===== src/rtl/shake_pkg.sv =====
// Shared definitions for the SHAKE block builder.
//   SHAKE_RATE   : rate in bits (21 lanes of 64 bits)
//   SHAKE_LANE_W : lane width in bits
//   SHAKE_SUFFIX : domain-separation suffix, first pad bit included
//   blk_state_t  : builder state encoding
package shake_pkg;

  localparam int SHAKE_RATE = 1344;
  localparam int SHAKE_LANE_W = 64;
  localparam logic [7:0] SHAKE_SUFFIX = 8'h1F;

  typedef enum logic [1:0] {
    FILL,
    HOLD,
    PAD_ONLY
  } blk_state_t;

endpackage


===== src/rtl/shake_block_builder_if.sv =====
// Lane input stream and block output stream of the SHAKE block builder.
//   master : message source / absorb stage side (testbench or upstream logic)
//   slave  : the builder itself
//   in_valid/in_ready/in_data/in_last/in_last_bytes : 64-bit lane stream
//   blk_valid/blk_ready/blk_data/blk_last          : R-bit rate block stream
interface shake_block_builder_if
  import shake_pkg::*;
#(
  parameter int R = SHAKE_RATE
) ();

  logic                    in_valid;
  logic                    in_ready;
  logic [SHAKE_LANE_W-1:0] in_data;
  logic                    in_last;
  logic [3:0]              in_last_bytes;
  logic                    blk_valid;
  logic                    blk_ready;
  logic [R-1:0]            blk_data;
  logic                    blk_last;

  modport master (
    output in_valid, in_data, in_last, in_last_bytes, blk_ready,
    input  in_ready, blk_valid, blk_data, blk_last
  );

  modport slave (
    input  in_valid, in_data, in_last, in_last_bytes, blk_ready,
    output in_ready, blk_valid, blk_data, blk_last
  );

endinterface


===== src/rtl/shake_block_builder_padding.sv =====
// SHAKE pad generator: the suffix byte placed at bit offset len (byte
// aligned) and the final pad bit at R-1. Purely combinational.
//   len : number of message bits already in the block (0 for a pad-only block)
//   pad : R-bit pad pattern to OR onto the block
module padding #(
  parameter int         R      = 1344,
  parameter logic [7:0] SUFFIX = 8'h1F
) (
  input  logic [10:0]  len,
  output logic [R-1:0] pad
);

  always_comb begin
    pad = {{(R-8){1'b0}}, SUFFIX} << len;
    pad[R-1] = 1'b1;
  end

endmodule


===== src/rtl/shake_block_builder.sv =====
// Packs a lane stream into padded R-bit SHAKE rate blocks.
//   clk, rst    : clock, synchronous active-high reset
//   bus (slave) : lane input stream and block output stream
//   blk_count   : 16-bit block handshake counter, present only when the
//                 SHAKE_BLK_COUNT_EN macro is defined
// A message that exactly fills a block is followed by a pad-only block.
module shake_block_builder
  import shake_pkg::*;
#(
  parameter int         R      = SHAKE_RATE,
  parameter logic [7:0] SUFFIX = SHAKE_SUFFIX
) (
  input  logic                 clk,
  input  logic                 rst,
  shake_block_builder_if.slave bus
`ifdef SHAKE_BLK_COUNT_EN
  ,
  output logic [15:0]          blk_count
`endif
);

  localparam int NL = R / SHAKE_LANE_W;
  localparam int LW = $clog2(NL);
  localparam logic [LW-1:0] LAST_LANE = LW'(NL - 1);
  localparam logic [10:0] R_BITS = 11'(R);

  blk_state_t state_reg, state_next;
  logic [10:0]   len_reg;
  logic [LW-1:0] lane_cnt_reg;
  logic          final_reg;
  logic          pad_pend_reg;

  logic [R-1:0]  buf_flat;
  logic [R-1:0]  pad_vec;
  logic [10:0]   pad_len;
  logic          in_ready_int, blk_valid_int, blk_last_int;
  logic [R-1:0]  blk_data_int;
  logic          lane_fire, buf_clear;
  logic [3:0]    lane_bytes;
  logic [10:0]   len_sum;
  logic [63:0]   lane_data;

  // Keeps bytes [0, nbytes) of a lane; nbytes is already clamped to 8.
  function automatic logic [63:0] byte_mask(input logic [3:0] nbytes);
    logic [63:0] m;
    for (int i = 0; i < 8; i++) begin
      m[8*i +: 8] = (i < int'(nbytes)) ? 8'hFF : 8'h00;
    end
    return m;
  endfunction

  assign lane_fire = bus.in_valid & in_ready_int;
  assign buf_clear = (state_reg == HOLD) & bus.blk_ready;

  always_comb begin
    lane_bytes = 4'd8;
    if (bus.in_last) begin
      lane_bytes = (bus.in_last_bytes > 4'd8) ? 4'd8 : bus.in_last_bytes;
    end
  end

  assign len_sum   = len_reg + {4'b0, lane_bytes, 3'b000};
  assign lane_data = bus.in_data & byte_mask(lane_bytes);

  // One register per lane; lane_cnt selects which one a handshake loads.
  generate
    for (genvar gi = 0; gi < NL; gi++) begin : g_lane
      logic [63:0] lane_reg;
      always_ff @(posedge clk) begin
        if (rst || buf_clear) begin
          lane_reg <= '0;
        end else if (lane_fire && lane_cnt_reg == LW'(gi)) begin
          lane_reg <= lane_data;
        end
      end
      assign buf_flat[gi*64 +: 64] = lane_reg;
    end
  endgenerate

  padding #(.R(R), .SUFFIX(SUFFIX)) u_padding (
    .len (pad_len),
    .pad (pad_vec)
  );

  always_ff @(posedge clk) begin
    if (rst) state_reg <= FILL;
    else     state_reg <= state_next;
  end

  always_comb begin
    state_next    = state_reg;
    in_ready_int  = 1'b0;
    blk_valid_int = 1'b0;
    blk_last_int  = 1'b0;
    blk_data_int  = '0;
    pad_len       = '0;
    case (state_reg)
      FILL: begin
        in_ready_int = 1'b1;
        if (lane_fire && (bus.in_last || lane_cnt_reg == LAST_LANE)) begin
          state_next = HOLD;
        end
      end
      HOLD: begin
        blk_valid_int = 1'b1;
        pad_len       = len_reg;
        blk_data_int  = buf_flat | (final_reg ? pad_vec : '0);
        blk_last_int  = final_reg;
        if (bus.blk_ready) state_next = pad_pend_reg ? PAD_ONLY : FILL;
      end
      PAD_ONLY: begin
        blk_valid_int = 1'b1;
        blk_data_int  = pad_vec;
        blk_last_int  = 1'b1;
        if (bus.blk_ready) state_next = FILL;
      end
      default: state_next = FILL;
    endcase
  end

  // Length bookkeeping. A last lane that lands exactly on R cannot carry
  // the suffix, so the pad goes into a following pad-only block.
  always_ff @(posedge clk) begin
    if (rst) begin
      len_reg      <= '0;
      lane_cnt_reg <= '0;
      final_reg    <= 1'b0;
      pad_pend_reg <= 1'b0;
    end else begin
      case (state_reg)
        FILL: begin
          if (lane_fire) begin
            len_reg      <= len_sum;
            lane_cnt_reg <= lane_cnt_reg + 1'b1;
            if (bus.in_last) begin
              final_reg    <= (len_sum != R_BITS);
              pad_pend_reg <= (len_sum == R_BITS);
            end else if (lane_cnt_reg == LAST_LANE) begin
              final_reg    <= 1'b0;
              pad_pend_reg <= 1'b0;
            end
          end
        end
        HOLD: begin
          if (bus.blk_ready) begin
            len_reg      <= '0;
            lane_cnt_reg <= '0;
          end
        end
        PAD_ONLY: begin
          if (bus.blk_ready) pad_pend_reg <= 1'b0;
        end
        default: ;
      endcase
    end
  end

  // Outputs are forced idle while reset is held.
  assign bus.in_ready  = in_ready_int & ~rst;
  assign bus.blk_valid = blk_valid_int & ~rst;
  assign bus.blk_last  = blk_last_int & ~rst;
  assign bus.blk_data  = rst ? '0 : blk_data_int;

`ifdef SHAKE_BLK_COUNT_EN
  logic blk_fire;
  assign blk_fire = blk_valid_int & bus.blk_ready;

  always_ff @(posedge clk) begin
    if (rst)           blk_count <= '0;
    else if (blk_fire) blk_count <= blk_count + 16'd1;
  end
`endif

endmodule


===== src/flat_wrapper.sv =====
// flat-port wrapper written by rule: the top's interface ports become plain ports
module shake_block_builder_flat import shake_pkg::*;
#(
  parameter int         R      = SHAKE_RATE,
  parameter logic [7:0] SUFFIX = SHAKE_SUFFIX
)
  (clk, rst, bus_in_valid, bus_in_data, bus_in_last, bus_in_last_bytes, bus_blk_ready, bus_in_ready, bus_blk_valid, bus_blk_data, bus_blk_last);
  shake_block_builder_if #(.R(R)) bus_i ();
  input  logic clk;
  input  logic rst;
  input wire logic [$bits(bus_i.in_valid)-1:0] bus_in_valid;
  input wire logic [$bits(bus_i.in_data)-1:0] bus_in_data;
  input wire logic [$bits(bus_i.in_last)-1:0] bus_in_last;
  input wire logic [$bits(bus_i.in_last_bytes)-1:0] bus_in_last_bytes;
  input wire logic [$bits(bus_i.blk_ready)-1:0] bus_blk_ready;
  output wire logic [$bits(bus_i.in_ready)-1:0] bus_in_ready;
  output wire logic [$bits(bus_i.blk_valid)-1:0] bus_blk_valid;
  output wire logic [$bits(bus_i.blk_data)-1:0] bus_blk_data;
  output wire logic [$bits(bus_i.blk_last)-1:0] bus_blk_last;
  assign bus_i.in_valid = bus_in_valid;
  assign bus_i.in_data = bus_in_data;
  assign bus_i.in_last = bus_in_last;
  assign bus_i.in_last_bytes = bus_in_last_bytes;
  assign bus_i.blk_ready = bus_blk_ready;
  assign bus_in_ready = bus_i.in_ready;
  assign bus_blk_valid = bus_i.blk_valid;
  assign bus_blk_data = bus_i.blk_data;
  assign bus_blk_last = bus_i.blk_last;
  shake_block_builder #(.R(R), .SUFFIX(SUFFIX)) u_core (.clk(clk), .rst(rst), .bus(bus_i));
endmodule

===== config.mk =====
export PLATFORM = sky130hd
export DESIGN_NAME = shake_block_builder_flat
export DESIGN_NICKNAME = d
export VERILOG_FILES = /design/src/rtl/shake_pkg.sv /design/src/rtl/shake_block_builder_if.sv /design/src/rtl/shake_block_builder_padding.sv /design/src/rtl/shake_block_builder.sv /design/src/flat_wrapper.sv
export SDC_FILE = /design/constraint.sdc
export NUM_CORES = 2
export LEC_CHECK = 0
export ABC_AREA = 1
export BUFFER_PORTS_ARGS = -buffer_cell sky130_fd_sc_hd__clkbuf_2
export CORE_AREA = 2 2 548 550
export DETAILED_ROUTE_END_ITERATION = 7
export DIE_AREA = 0 0 550 552
export GPL_ROUTABILITY_DRIVEN = 1
export SLEW_MARGIN = 15
export SYNTH_ARGS = -nofsm -noshare
export SYNTH_HDL_FRONTEND = slang
export SYNTH_SLANG_ARGS = --single-unit

===== constraint.sdc =====
create_clock -name clk -period 2.05 [get_ports clk]
set_input_delay 0.3075 -clock clk [delete_from_list [all_inputs] [get_ports clk]]
set_output_delay 0.3075 -clock clk [all_outputs]
set_load 0.05 [all_outputs]

==> results_dict.tcl <==
set metrics [dict create \
    status "finished with violations" \
    violations "negative setup slack" \
    fillers 29834 \
    required_ps 1740 \
    layout_min_cycle_time_ps 3913 \
    synthCells 9773 \
    cts.sinks 1361 \
    final-seq-area_um2 27250 \
    ys_seq_elements 1361 \
    r2r_cells 10 \
    htreeDepth 4 \
    grt_first_pass_wirelength_um 626400 \
    layout_common_cells "1786 x a21oi_1, 1468 x o21ai_0, 1358 x dfxtp_1" \
    multiInputGateArea_um2 37970 \
    hold_viol 0 \
    peakVddDrop_mv 0.8271 \
    synth_cell_types 30 \
    min_from "bus_in_data[26]" \
    slew_headroom_pct 36.57 \
    vias_per_cell 5.048 \
    clock_insertion_delay_worst_skew_ps 900 \
    power_density_nw_per_um2 737.1 \
    row_count 201 \
    r2r-start "u_core.state_reg[1]" \
    drtIter0Drc 10469 \
    dieHeight_um 552 \
    dp_slack_ps -1523 \
    setup.worst_path.start_class "flip-flop" \
    mostFrequentLayoutCell "a21oi_1" \
    crit_top_cell "buf_6" \
    clk_transition_reported_paths_ps 60 \
    rsz0062_at_grt "true" \
    start_util_pct 21.71 \
    hold_slack_ps 50.25 \
    overflow 0 \
    instances_no_fill 15935 \
    cpMaxStageDelayCell "dfxtp_2" \
    antenna_found_initial 61 \
    routed_wl_um 480500 \
    fin_area_um2 116300 \
    synth_top_area_cell "dfxtp_1" \
    yosys.area.top_type_share_pct 42.08 \
    place_area_um2 104400 \
    synth_nets 9859 \
    wire_per_inst_um 30.15 \
    finalPower_mw 85.74 \
    cts_tree "done" \
    drt-pass1-iter-count 8 \
    post-dp-hpwl_um 370000 \
    synthTopCellsByArea "dfxtp_1 42%, a21oi_1 17%, o21ai_0 12%, nand2_1 7.9%, nor2_1 6.4%" \
    first_global_vias 72724 \
    dp_cells 15437 \
    syn_to_final_growth_pct 79.65 \
    finalSetupViolCount 2708 \
    worst_pin_slew_ps 951.5 \
    timing.fmax_mhz 255.6 \
    whs_endpoint "u_core.g_lane[3].lane_reg[26]" \
    clk_path_buf_depth 4 \
    finalMaxSlewViolations 0 \
    setup_slack_ps -1863 \
    path_cells "inv_2 -> ha_4 -> buf_12 -> nand2_8 -> buf_6 -> nor3_4 -> buf_6 -> nand2_4 -> nor2_4 -> buf_6 -> nand3_4 -> nor2_4 -> buf_8 -> a21oi_2 -> nor2_1 -> buf_4 -> buf_12" \
    seq_area_frac_synth_pct 42.08 \
    drcViolationCount 0 \
    largest_register_ffs 1344 \
    cts_inserted_buffers 167 \
    hold_path.class "in -> reg" \
    finalCritPeriodShare_pct 190.9 \
    synth-warning-count 0 \
    syn_avg_cell_area_um2 6.625 \
    gp_congestion 0.9869 \
    die_w_um 550 \
    crit_path_end_kind "primary output" \
    netlist_area_um2 64740 \
    cellLeakagePower_nw 45.76 \
    io_buffers 1419 \
    final.setup_skew_ps 91.48 \
    hold_depth 4 \
    critPathMaxFanout 6 \
    slowest_delay_ps 330 \
    ant_nets 0 \
    regToRegSetupSlack_ps -730 \
    io_pins 1420 \
    timing.rr.end "u_core.g_lane[19].lane_reg[61]" \
    finalNetCount 11890 \
    cap_violations 0 \
    core_region_area_um2 298300 \
    root_buffer "clkbuf_16" \
    crit_type "reg -> out" \
    die_area_um2 303600 \
    num_vias 80432 \
    drive_gt1_share_pct 37.29 \
    track_usage_pct 29.96 \
    critPathArrivalTime_ps 3610 \
    grt_max_degree 188 \
]
[timing repair]
| item | CTS | global route |
|---|---|---|
| resized for setup | 405 | 692 |
| hold buffers | 64 | 0 |
| setup buffers | 34 | 53 |
| setup endpoints to repair | 2695 | 2708 |
| endpoints found under the hold margin | 619 | 0 |
| cloned | 6 | 6 |
| pin swaps | 74 | 174 |
[cell usage after synthesis]
master / instances
nand2_1: 1359
nor2_1: 1097
buf_1: 66
nand3_1: 223
nand4_2: 1
nor2_2: 6
o21ai_1: 2
buf_4: 3
buf_2: 58
ha_1: 12
clkbuf_1: 798
inv_2: 6
nor3_4: 1
fa_1: 1
nor3_2: 31
a21oi_1: 2174
nor3_1: 126
dfxtp_1: 1361
or2_2: 2
a211oi_1: 32
nand4_1: 16
nor4_2: 20
inv_1: 808
nor4_1: 12
o21ai_0: 1543
nor2_4: 2
clkinv_1: 9
a21oi_2: 1
nand2_2: 1
a31oi_1: 2
[worst max-delay path by stage]
stage | cells past startpoint | slack, ps | to | from
floorplan | 8 | -550 | bus_blk_data[888] | u_core.state_reg[0]
global placement | 14 | -1570 | bus_blk_data[27] | u_core.state_reg[1]
detailed placement | 14 | -1520 | bus_blk_data[27] | u_core.state_reg[1]
CTS | 8 | -1820 | bus_blk_data[1343] | u_core.state_reg[1]
global route | 17 | -1940 | bus_blk_data[468] | u_core.state_reg[1]
finish | 17 | -1860 | bus_blk_data[468] | u_core.state_reg[1]
[layer usage]
metal	part of all wire, %	vias to the layer above	track usage, %	wire (µm)
met5	0	-	0	0
met4	8.3	0	20.82	39860
met3	10	1071	7.752	48870
met1	39	38105	37.72	188900
li1	-	36421	-	-
met2	42	4835	44.40	202900
[cells by family after synthesis]
group,share of synthesized area [%]
buffers and inverters,10.26
DFF,42.08
adders and majority gates,0.2628
AOI/OAI and AO/OA,29.15
and+or+nand+nor,18.24
[layout make-up]
cell class,instances,share of cell area (%)
Sequential cell,1361,23.43
Timing Repair Buffer,2786,31.84
Antenna cell,42,0.09036
Clock buffer,222,4.056
Clock inverter,78,0.9617
Tap cell,3958,4.258
Multi-Input combinational cell,6665,32.64
Inverter,823,2.726
[worst max-delay path: cells and delay by family, from the launching register on]
family | cells | cell delay [ps]
AO/OA/AOI/OAI | 1 | 40
adder cells (fa/ha/maj) | 1 | 210
buffers and inverters | 8 | 1140
flip-flops | 1 | 330
AND/OR/NAND/NOR | 7 | 970
[power breakdown]
group	leakage (nW)	switching [mW]	internal, mW
clock network	2.85	13.5	18.9
registers	11.0	0.452	27.3
logic	31.9	18.8	6.84
[per-stage QoR]
| stage | TNS [ps] | utilization [%] |
|---|---|---|
| floorplan | -607780 | - |
| global placement | -1410760 | 35.01 |
| detailed placement | -1457280 | 35.01 |
| CTS | -2679680 | 37.91 |
| global route | -2941200 | 38.97 |
| finish | -2719370 | 39.00 |
Power figures use the tool's default switching activity.
